File: src/rtl/mips_decode_pkg.sv
// Shared decode constants for the MIPS decode + ALU stage: opcode/funct
// encodings, ALUOp and ALUCtl enumerations, and the control-vector layout.
// Imported by mips_alu_core and mips_decode_alu_stage.
package mips_decode_pkg;

  // Primary opcodes, instr[31:26]
  localparam logic [5:0] OP_RTYPE = 6'b000000;
  localparam logic [5:0] OP_LW    = 6'b100011;
  localparam logic [5:0] OP_SW    = 6'b101011;
  localparam logic [5:0] OP_BEQ   = 6'b000100;
  localparam logic [5:0] OP_BNE   = 6'b000101;
  localparam logic [5:0] OP_ADDI  = 6'b001000;
  localparam logic [5:0] OP_ADDIU = 6'b001001;
  localparam logic [5:0] OP_ANDI  = 6'b001100;
  localparam logic [5:0] OP_ORI   = 6'b001101;
  localparam logic [5:0] OP_SLTI  = 6'b001010;
  localparam logic [5:0] OP_LUI   = 6'b001111;

  // R-type function codes, instr[5:0]
  localparam logic [5:0] FN_ADD  = 6'b100000;
  localparam logic [5:0] FN_ADDU = 6'b100001;
  localparam logic [5:0] FN_SUB  = 6'b100010;
  localparam logic [5:0] FN_SUBU = 6'b100011;
  localparam logic [5:0] FN_AND  = 6'b100100;
  localparam logic [5:0] FN_OR   = 6'b100101;
  localparam logic [5:0] FN_XOR  = 6'b100110;
  localparam logic [5:0] FN_NOR  = 6'b100111;
  localparam logic [5:0] FN_SLT  = 6'b101010;
  localparam logic [5:0] FN_SLTU = 6'b101011;
  localparam logic [5:0] FN_SLL  = 6'b000000;
  localparam logic [5:0] FN_SRL  = 6'b000010;
  localparam logic [5:0] FN_SRA  = 6'b000011;

  // Main-decode to ALU-control class
  typedef enum logic [2:0] {
    ALUOP_ADD   = 3'b000,
    ALUOP_SUB   = 3'b001,
    ALUOP_RTYPE = 3'b010,
    ALUOP_AND   = 3'b011,
    ALUOP_OR    = 3'b100,
    ALUOP_SLT   = 3'b101,
    ALUOP_ZERO  = 3'b110,
    ALUOP_LUI   = 3'b111
  } alu_op_e;

  // ALU operation select
  typedef enum logic [3:0] {
    ALUCTL_AND  = 4'b0000,
    ALUCTL_OR   = 4'b0001,
    ALUCTL_ADD  = 4'b0010,
    ALUCTL_XOR  = 4'b0011,
    ALUCTL_SLL  = 4'b0100,
    ALUCTL_SRL  = 4'b0101,
    ALUCTL_SUB  = 4'b0110,
    ALUCTL_SLT  = 4'b0111,
    ALUCTL_SRA  = 4'b1000,
    ALUCTL_SLTU = 4'b1001,
    ALUCTL_LUI  = 4'b1010,
    ALUCTL_NOR  = 4'b1100,
    ALUCTL_ZERO = 4'b1111
  } alu_ctl_e;

  // Control vector layout, bit 8 (RegDst) down to bit 0 (BranchNe)
  localparam int CTRL_W = 9;
  typedef logic [CTRL_W-1:0] ctrl_t;

  localparam int CTRL_REGDST_IDX   = 8;
  localparam int CTRL_BRANCHEQ_IDX = 7;
  localparam int CTRL_MEMREAD_IDX  = 6;
  localparam int CTRL_MEMTOREG_IDX = 5;
  localparam int CTRL_MEMWRITE_IDX = 4;
  localparam int CTRL_ALUSRC_IDX   = 3;
  localparam int CTRL_REGWRITE_IDX = 2;
  localparam int CTRL_EXTSIGN_IDX  = 1;
  localparam int CTRL_BRANCHNE_IDX = 0;

  // One-hot masks so decode entries read as an OR of named flags
  localparam ctrl_t C_REGDST   = ctrl_t'(1) << CTRL_REGDST_IDX;
  localparam ctrl_t C_BRANCHEQ = ctrl_t'(1) << CTRL_BRANCHEQ_IDX;
  localparam ctrl_t C_MEMREAD  = ctrl_t'(1) << CTRL_MEMREAD_IDX;
  localparam ctrl_t C_MEMTOREG = ctrl_t'(1) << CTRL_MEMTOREG_IDX;
  localparam ctrl_t C_MEMWRITE = ctrl_t'(1) << CTRL_MEMWRITE_IDX;
  localparam ctrl_t C_ALUSRC   = ctrl_t'(1) << CTRL_ALUSRC_IDX;
  localparam ctrl_t C_REGWRITE = ctrl_t'(1) << CTRL_REGWRITE_IDX;
  localparam ctrl_t C_EXTSIGN  = ctrl_t'(1) << CTRL_EXTSIGN_IDX;
  localparam ctrl_t C_BRANCHNE = ctrl_t'(1) << CTRL_BRANCHNE_IDX;

endpackage

File: src/rtl/mips_alu_core.sv
// Purpose: combinational 32-bit MIPS ALU (A, B, ALUCtl, shamt -> result, zero, ovf).
// Latency: 0 cycles (pure combinational). Backpressure: none, no handshake.
// Ports: a_i/b_i operands, alu_ctl_i operation, shamt_i shift amount applied to B,
//        result_o, zero_o (result == 0), ovf_o (signed ADD/SUB overflow).
// Build option ALU_OVERFLOW_DETECT_EN: when defined ovf_o reports signed
// overflow of ADD/SUB; otherwise ovf_o is tied 0 and no detection logic exists.
module mips_alu_core
  import mips_decode_pkg::*;
#(
  parameter int DATA_W = 32
) (
  input  logic [DATA_W-1:0] a_i,
  input  logic [DATA_W-1:0] b_i,
  input  alu_ctl_e          alu_ctl_i,
  input  logic [4:0]        shamt_i,
  output logic [DATA_W-1:0] result_o,
  output logic              zero_o,
  output logic              ovf_o
);

  logic [DATA_W-1:0] sum;
  logic [DATA_W-1:0] diff;

  // Both wrap modulo 2^DATA_W
  assign sum  = a_i + b_i;
  assign diff = a_i - b_i;

  always_comb begin
    result_o = '0;
    case (alu_ctl_i)
      ALUCTL_AND:  result_o = a_i & b_i;
      ALUCTL_OR:   result_o = a_i | b_i;
      ALUCTL_ADD:  result_o = sum;
      ALUCTL_XOR:  result_o = a_i ^ b_i;
      ALUCTL_NOR:  result_o = ~(a_i | b_i);
      ALUCTL_SUB:  result_o = diff;
      // Shifts operate on B (the rt operand) by the instruction's shamt field
      ALUCTL_SLL:  result_o = b_i << shamt_i;
      ALUCTL_SRL:  result_o = b_i >> shamt_i;
      ALUCTL_SRA:  result_o = $unsigned($signed(b_i) >>> shamt_i);
      ALUCTL_SLT:  result_o = {{(DATA_W-1){1'b0}}, ($signed(a_i) < $signed(b_i))};
      ALUCTL_SLTU: result_o = {{(DATA_W-1){1'b0}}, (a_i < b_i)};
      // B carries the zero-extended immediate for lui
      ALUCTL_LUI:  result_o = {b_i[15:0], 16'h0000};
      default:     result_o = '0;
    endcase
  end

  assign zero_o = (result_o == '0);

`ifdef ALU_OVERFLOW_DETECT_EN
  // Signed overflow: add of like-signed operands, or subtract of unlike-signed
  // operands, producing a result whose sign differs from A.
  always_comb begin
    ovf_o = 1'b0;
    if (alu_ctl_i == ALUCTL_ADD) begin
      ovf_o = (a_i[DATA_W-1] == b_i[DATA_W-1]) && (sum[DATA_W-1] != a_i[DATA_W-1]);
    end else if (alu_ctl_i == ALUCTL_SUB) begin
      ovf_o = (a_i[DATA_W-1] != b_i[DATA_W-1]) && (diff[DATA_W-1] != a_i[DATA_W-1]);
    end
  end
`else
  assign ovf_o = 1'b0;
`endif

endmodule

File: src/rtl/mips_decode_alu_stage.sv
// Purpose: MIPS decode + execute slice: main decode, ALU-control decode,
//          immediate extend, ALUSrc mux and ALU, all outputs registered once.
// Latency: 1 cycle (inputs sampled and outputs updated on the same rising edge).
// Backpressure: none; a new instruction may be accepted every cycle.
// Ports: clock, reset (async, active-low); valid_i/instr_i/rs_data_i/rt_data_i in;
//        valid_o, alu_res_o, zero_o, ovf_o, ctrl_o (9b, bit8=RegDst .. bit0=BranchNe),
//        alu_op_o, alu_ctl_o, store_o (registered rt_data_i) out.
// Build option ALU_OVERFLOW_DETECT_EN enables signed-overflow reporting on ovf_o.
// DATA_W must be 32.
module mips_decode_alu_stage
  import mips_decode_pkg::*;
#(
  parameter int DATA_W = 32
) (
  input  logic              clock,
  input  logic              reset,
  input  logic              valid_i,
  input  logic [31:0]       instr_i,
  input  logic [DATA_W-1:0] rs_data_i,
  input  logic [DATA_W-1:0] rt_data_i,
  output logic              valid_o,
  output logic [DATA_W-1:0] alu_res_o,
  output logic              zero_o,
  output logic              ovf_o,
  output logic [8:0]        ctrl_o,
  output logic [2:0]        alu_op_o,
  output logic [3:0]        alu_ctl_o,
  output logic [DATA_W-1:0] store_o
);

  logic [5:0]  opcode;
  logic [5:0]  funct;
  logic [4:0]  shamt;
  logic [15:0] imm;

  assign opcode = instr_i[31:26];
  assign funct  = instr_i[5:0];
  assign shamt  = instr_i[10:6];
  assign imm    = instr_i[15:0];

  // Register specifiers are consumed by the register file, not here
  logic unused_instr_bits;
  assign unused_instr_bits = ^instr_i[25:16];

  // ---------------------------------------------------------------- main decode
  ctrl_t   ctrl_dec;
  alu_op_e alu_op;

  always_comb begin
    ctrl_dec = '0;
    alu_op   = ALUOP_ZERO;
    case (opcode)
      OP_RTYPE: begin
        ctrl_dec = C_REGDST | C_REGWRITE;
        alu_op   = ALUOP_RTYPE;
      end
      OP_LW: begin
        ctrl_dec = C_MEMREAD | C_MEMTOREG | C_ALUSRC | C_REGWRITE | C_EXTSIGN;
        alu_op   = ALUOP_ADD;
      end
      OP_SW: begin
        ctrl_dec = C_MEMWRITE | C_ALUSRC | C_EXTSIGN;
        alu_op   = ALUOP_ADD;
      end
      OP_BEQ: begin
        ctrl_dec = C_BRANCHEQ | C_EXTSIGN;
        alu_op   = ALUOP_SUB;
      end
      OP_BNE: begin
        ctrl_dec = C_BRANCHNE | C_EXTSIGN;
        alu_op   = ALUOP_SUB;
      end
      OP_ADDI, OP_ADDIU: begin
        ctrl_dec = C_ALUSRC | C_REGWRITE | C_EXTSIGN;
        alu_op   = ALUOP_ADD;
      end
      OP_ANDI: begin
        ctrl_dec = C_ALUSRC | C_REGWRITE;
        alu_op   = ALUOP_AND;
      end
      OP_ORI: begin
        ctrl_dec = C_ALUSRC | C_REGWRITE;
        alu_op   = ALUOP_OR;
      end
      OP_SLTI: begin
        ctrl_dec = C_ALUSRC | C_REGWRITE | C_EXTSIGN;
        alu_op   = ALUOP_SLT;
      end
      OP_LUI: begin
        ctrl_dec = C_ALUSRC | C_REGWRITE;
        alu_op   = ALUOP_LUI;
      end
      // Unknown opcodes become a harmless no-op producing 0
      default: begin
        ctrl_dec = '0;
        alu_op   = ALUOP_ZERO;
      end
    endcase
  end

  // ---------------------------------------------------------------- ALU control
  alu_ctl_e alu_ctl;

  always_comb begin
    alu_ctl = ALUCTL_ZERO;
    case (alu_op)
      ALUOP_ADD:  alu_ctl = ALUCTL_ADD;
      ALUOP_SUB:  alu_ctl = ALUCTL_SUB;
      ALUOP_AND:  alu_ctl = ALUCTL_AND;
      ALUOP_OR:   alu_ctl = ALUCTL_OR;
      ALUOP_SLT:  alu_ctl = ALUCTL_SLT;
      ALUOP_LUI:  alu_ctl = ALUCTL_LUI;
      ALUOP_ZERO: alu_ctl = ALUCTL_ZERO;
      ALUOP_RTYPE: begin
        case (funct)
          FN_ADD, FN_ADDU: alu_ctl = ALUCTL_ADD;
          FN_SUB, FN_SUBU: alu_ctl = ALUCTL_SUB;
          FN_AND:          alu_ctl = ALUCTL_AND;
          FN_OR:           alu_ctl = ALUCTL_OR;
          FN_XOR:          alu_ctl = ALUCTL_XOR;
          FN_NOR:          alu_ctl = ALUCTL_NOR;
          FN_SLT:          alu_ctl = ALUCTL_SLT;
          FN_SLTU:         alu_ctl = ALUCTL_SLTU;
          FN_SLL:          alu_ctl = ALUCTL_SLL;
          FN_SRL:          alu_ctl = ALUCTL_SRL;
          FN_SRA:          alu_ctl = ALUCTL_SRA;
          default:         alu_ctl = ALUCTL_ZERO;
        endcase
      end
      default: alu_ctl = ALUCTL_ZERO;
    endcase
  end

  // ---------------------------------------------------------------- operand B
  logic              ext_sign;
  logic              alu_src;
  logic [DATA_W-1:0] imm_ext;
  logic [DATA_W-1:0] alu_b;

  assign ext_sign = ctrl_dec[CTRL_EXTSIGN_IDX];
  assign alu_src  = ctrl_dec[CTRL_ALUSRC_IDX];
  assign imm_ext  = ext_sign ? {{(DATA_W-16){imm[15]}}, imm} : {{(DATA_W-16){1'b0}}, imm};
  assign alu_b    = alu_src ? imm_ext : rt_data_i;

  // ---------------------------------------------------------------- ALU
  logic [DATA_W-1:0] alu_res;
  logic              alu_zero;
  logic              alu_ovf;

  mips_alu_core #(
    .DATA_W (DATA_W)
  ) u_alu (
    .a_i       (rs_data_i),
    .b_i       (alu_b),
    .alu_ctl_i (alu_ctl),
    .shamt_i   (shamt),
    .result_o  (alu_res),
    .zero_o    (alu_zero),
    .ovf_o     (alu_ovf)
  );

  // ---------------------------------------------------------------- output registers
  logic              valid_d,   valid_q;
  logic [DATA_W-1:0] alu_res_d, alu_res_q;
  logic              zero_d,    zero_q;
  logic              ovf_d,     ovf_q;
  logic [8:0]        ctrl_d,    ctrl_q;
  logic [2:0]        alu_op_d,  alu_op_q;
  logic [3:0]        alu_ctl_d, alu_ctl_q;
  logic [DATA_W-1:0] store_d,   store_q;

  always_comb begin
    valid_d   = valid_i;
    alu_res_d = alu_res;
    zero_d    = alu_zero;
    ovf_d     = alu_ovf;
    // A bubble must not trigger register/memory writes or branches downstream
    ctrl_d    = valid_i ? ctrl_dec : '0;
    alu_op_d  = alu_op;
    alu_ctl_d = alu_ctl;
    store_d   = rt_data_i;
  end

  always_ff @(posedge clock or negedge reset) begin
    if (!reset) begin
      valid_q   <= 1'b0;
      alu_res_q <= '0;
      zero_q    <= 1'b0;
      ovf_q     <= 1'b0;
      ctrl_q    <= '0;
      alu_op_q  <= '0;
      alu_ctl_q <= '0;
      store_q   <= '0;
    end else begin
      valid_q   <= valid_d;
      alu_res_q <= alu_res_d;
      zero_q    <= zero_d;
      ovf_q     <= ovf_d;
      ctrl_q    <= ctrl_d;
      alu_op_q  <= alu_op_d;
      alu_ctl_q <= alu_ctl_d;
      store_q   <= store_d;
    end
  end

  assign valid_o   = valid_q;
  assign alu_res_o = alu_res_q;
  assign zero_o    = zero_q;
  assign ovf_o     = ovf_q;
  assign ctrl_o    = ctrl_q;
  assign alu_op_o  = alu_op_q;
  assign alu_ctl_o = alu_ctl_q;
  assign store_o   = store_q;

endmodule

File: config.mk
export PLATFORM = sky130hd
export DESIGN_NAME = mips_decode_alu_stage
export DESIGN_NICKNAME = d
export VERILOG_FILES = /design/src/rtl/mips_decode_pkg.sv /design/src/rtl/mips_alu_core.sv /design/src/rtl/mips_decode_alu_stage.sv
export SDC_FILE = /design/constraint.sdc
export NUM_CORES = 1
export LEC_CHECK = 0
export ABC_AREA = 1
export BUFFER_PORTS_ARGS = -buffer_cell sky130_fd_sc_hd__buf_2
export CORE_MARGIN = 5
export CORE_UTILIZATION = 30
export CTS_BUF_LIST = sky130_fd_sc_hd__clkbuf_8
export DETAILED_ROUTE_END_ITERATION = 8
export GPL_TIMING_DRIVEN = 0
export HOLD_SLACK_MARGIN = 0.02
export PLACE_DENSITY = 0.46
export SYNTH_ARGS = -nofsm -noshare
export SYNTH_HDL_FRONTEND = slang
export SYNTH_SLANG_ARGS = --single-unit
File: constraint.sdc
create_clock -name clock -period 1 [get_ports clock]
set_clock_uncertainty 0.15 [all_clocks]
set_input_delay 0.25 -clock clock [delete_from_list [all_inputs] [get_ports clock]]
set_output_delay 0.25 -clock clock [all_outputs]
set_load 0.05 [all_outputs]
==> flow_metrics.env <==
export IMPL_worst_ep_required_time_ps=1180
export IMPL_clkPwrFrac=0.142
export IMPL_totalWireLength_mm=87.10
export IMPL_cts_max_path_buffers=2
export IMPL_wire_per_inst_um=25.63
export IMPL_cts_tree="yes"
export IMPL_timing_critical_path_from_type="input port"
export IMPL_rsz0062_at_grt="yes"
export IMPL_via_count_of_the_first_global_routing_pass=18220
export IMPL_hold_path_class="input port to async pin"
export IMPL_cap_viol_max_count=0
export IMPL_powerDensity_nw_per_um2=963.3
export IMPL_sw_frac_of_total=0.5172
export IMPL_clock_tree_htree_level_count=3
export IMPL_firstDrtPassIters=7
export IMPL_tritoncts_num_buffers=9
export IMPL_detailedPlacementHpwl_mm=66.84
export IMPL_setup_total_negative_slack_ps=-114190
export IMPL_fillers=4482
export IMPL_synth_async_reset_ratio=1.000
export IMPL_layout_nets=3014
export IMPL_final_min_period_over_clock_period=3.913
export IMPL_timing_final_ws_setup_ps=-2913
export IMPL_max_stage_delay_ps=250
export IMPL_cp_arrival_ps=4090
export IMPL_die_area_um2=48290
export IMPL_placeableCoreArea_um2=43270
export IMPL_failed_checks="hold timing, setup timing"
export IMPL_timing_setup_critical_path_class="input port to register"
export IMPL_minimum_clock_period_after_layout_ps=3913
export IMPL_worst_slew_margin_relative_to_its_limit=0.2569
export IMPL_synth_seq_cells=81
export IMPL_worst_pin_slew_ps=1115
export IMPL_clock_sink_count=81
export IMPL_clockRootBuffer="sky130_fd_sc_hd__clkbuf_8"
export IMPL_place_worst_setup_slack_ps=-4291
export IMPL_layout_drive_gt1_share=0.3462
export IMPL_synthDistinctLibCells=55
export IMPL_synth_top_cell_area_share=0.2099
export IMPL_ys_top_cells_by_count="sky130_fd_sc_hd__nand2_1, sky130_fd_sc_hd__nand3_1, sky130_fd_sc_hd__nor2_1, sky130_fd_sc_hd__inv_1, sky130_fd_sc_hd__a21oi_1"
export IMPL_synth_yosys_seq_area_share=0.1536
export IMPL_path_common_cell="sky130_fd_sc_hd__nand2_1"
export IMPL_endpoint="zero_o$_DFF_PN0_"
export IMPL_vias=19040
export IMPL_synth_edf_count=0
export IMPL_synth_area_leader_cell="sky130_fd_sc_hd__nand2_1"
export IMPL_synth_flop_cell="sky130_fd_sc_hd__dfrtp_1"
export IMPL_power_share_combinational=0.684
export IMPL_synthMostInstantiatedCell="sky130_fd_sc_hd__nand2_1"
export IMPL_synth_area_um2=13200
export IMPL_report_final_slew_viol_count=0
export IMPL_startpoint_of_the_worst_setup_timing_path="instr_i[31]"
export IMPL_grt_util_all_layers=0.3446
export IMPL_finish_utilization=0.4933
export IMPL_critPathSlowestCell="sky130_fd_sc_hd__ha_4"
export IMPL_syn_inst=2374
export IMPL_worst_path_max_fanout=6
export IMPL_io_buffer_count=168
export IMPL_die_height_um=219.8
export IMPL_synth_warnings=0
export IMPL_vias_per_cell=5.602
export IMPL_die_width_um=219.8
export IMPL_num_io_pins=182
export IMPL_ys_top_cells_by_area="sky130_fd_sc_hd__nand2_1, sky130_fd_sc_hd__dfrtp_1, sky130_fd_sc_hd__nand3_1"
export IMPL_max_freq_mhz=255.5
export IMPL_status="finished, violations left"
export IMPL_final_antenna_net_count=0
export IMPL_critPathCaptureType="register"
export IMPL_synth_avg_cell_area_um2=5.560
export IMPL_start_util=0.3051
export IMPL_detailedRoute_firstIterationViolations=1990
export IMPL_power_after_layout_w=0.02056
export IMPL_clk_pin_slew_ps=110
export IMPL_gp_congestion=1.030
export IMPL_cell_internal_pwr_w=0.009926
export IMPL_maximum_number_of_pins_on_one_net_before_global_route_repair=49
export IMPL_placement_rows=76
export IMPL_vdd_ir_drop_worst_uv=733.5
export IMPL_final_setup_viol_count=124
export IMPL_flop_pwr_share=0.174
export IMPL_drcViolationCount=0
export IMPL_synthesis_nets=2580
export IMPL_final_hold_worst_slack_ps=-379.9
export IMPL_total_leakage_power_nw=10.39
export IMPL_grt_antenna_before_repair=1
export IMPL_layout_area_overhead_vs_synth_pct=61.69
export IMPL_switching_power_w=0.01063
export IMPL_grt_overflow=0
export IMPL_grt_first_pass_wirelength_mm=122.2
export IMPL_hold_viol=39
metrics by stage:
stage | instance area [µm²] | cells | hold slack (ps)
6_report | 21340 | 3399 | -379.9
5_1_grt | 21340 | 3398 | -350.8
4_1_cts | 19830 | 3323 | -384.9
3_5_place_dp | 15320 | 3128 | 81.07
3_3_place_gp | 15290 | 3127 | 223.2
2_1_floorplan | 13710 | 2374 | -195.6
power by group through the flow:
stage                     sequential (W)  clock (W)  combinational (W)
after floorplan                  0.00429          0            0.00537
after global placement           0.00358          0            0.00949
after detailed placement         0.00358          0            0.00947
after CTS                        0.00357    0.00299             0.0126
after global routing             0.00358    0.00311             0.0148
final                            0.00357    0.00293             0.0141
critical path: cells and delay by family:
family | cells | cell delay [ps]
simple gates | 19 | 1890
buf+inv | 12 | 1280
compound gates | 3 | 410
fa+ha+maj | 1 | 250
how the worst min path moves through the flow:
stage                       start                     end  slack (ps)
finish                      reset   store_o[21]$_DFF_PN0_        -380
floorplan                   reset  alu_ctl_o[0]$_DFF_PN0_        -200
CTS                         reset   store_o[21]$_DFF_PN0_        -380
global placement    rt_data_i[12]   store_o[12]$_DFF_PN0_         220
detailed placement          reset   store_o[21]$_DFF_PN0_          80
global route                reset   store_o[21]$_DFF_PN0_        -350
layout by cell type, fill, tap and decap left out, drive strengths merged, types with 2 or more instances in the layout:
master / netlist / layout
o211ai: 15 / 15
nor2: 268 / 268
nand2: 744 / 744
a21oi: 110 / 110
inv: 266 / 265
a31oi: 2 / 2
nor3: 27 / 27
nand3: 404 / 404
clkinvlp: 0 / 6
a21o: 5 / 5
o21ai: 105 / 105
dfrtp: 81 / 81
o21bai: 8 / 8
nand4: 50 / 50
bufinv: 0 / 2
dlygate4sd3: 0 / 35
buf: 38 / 440
o22ai: 10 / 10
clkbuf: 63 / 57
o21a: 7 / 7
fa: 2 / 2
xor2: 17 / 17
nor3b: 2 / 2
o2111ai: 4 / 4
ha: 105 / 105
clkinv: 2 / 2
nand3b: 9 / 9
a21boi: 5 / 5
o221ai: 4 / 4
or2: 11 / 11
flip-flops by register name (all words and copies together), names as in the netlist:
| name | cells |
|---|---|
| store_o | 32 |
| alu_res_o | 32 |
| alu_op_o | 3 |
| ctrl_o | 8 |
| zero_o | 1 |
| valid_o | 1 |
| alu_ctl_o | 4 |
kinds of logic after synthesis:
family	synth area share
AO/OA/AOI/OAI	0.1208
XOR/XNOR	0.01128
adder cells (fa/ha/maj)	0.1026
buffers and inverters	0.1086
flip-flops	0.1536
other	0.0002841
AND/OR/NAND/NOR	0.5029
routing by layer:
metal / wire length, µm / GRT usage / vias up
met5: 0 / 0 / -
met2: 39970 / 0.5799 / 1033
met1: 34210 / 0.4281 / 9075
met4: 6677 / 0.1922 / 0
met3: 6244 / 0.04025 / 292
li1: - / - / 8640
final cells by class:
cell class                 instances  area (µm²)  area share
tap                              585       732.0     0.03430
clock buffer                       9       123.9    0.005804
multi-input combinational       1924       12650      0.5927
buffer                            85       628.1     0.02943
inverter                         268        1144     0.05359
timing repair buffer             439        3928      0.1840
antenna                            1       2.502   0.0001173
sequential                        81        2028     0.09503
clock inverter                     7       107.6    0.005042
repair_timing:
action                     CTS  global route
pin swaps                  168           139
hold endpoints to repair    79            36
cloned                       6             1
buffers inserted           152            85
setup endpoints to repair  123           127
hold buffers                35             1
resized for setup          690           252
(Power assumes the default switching activity.)
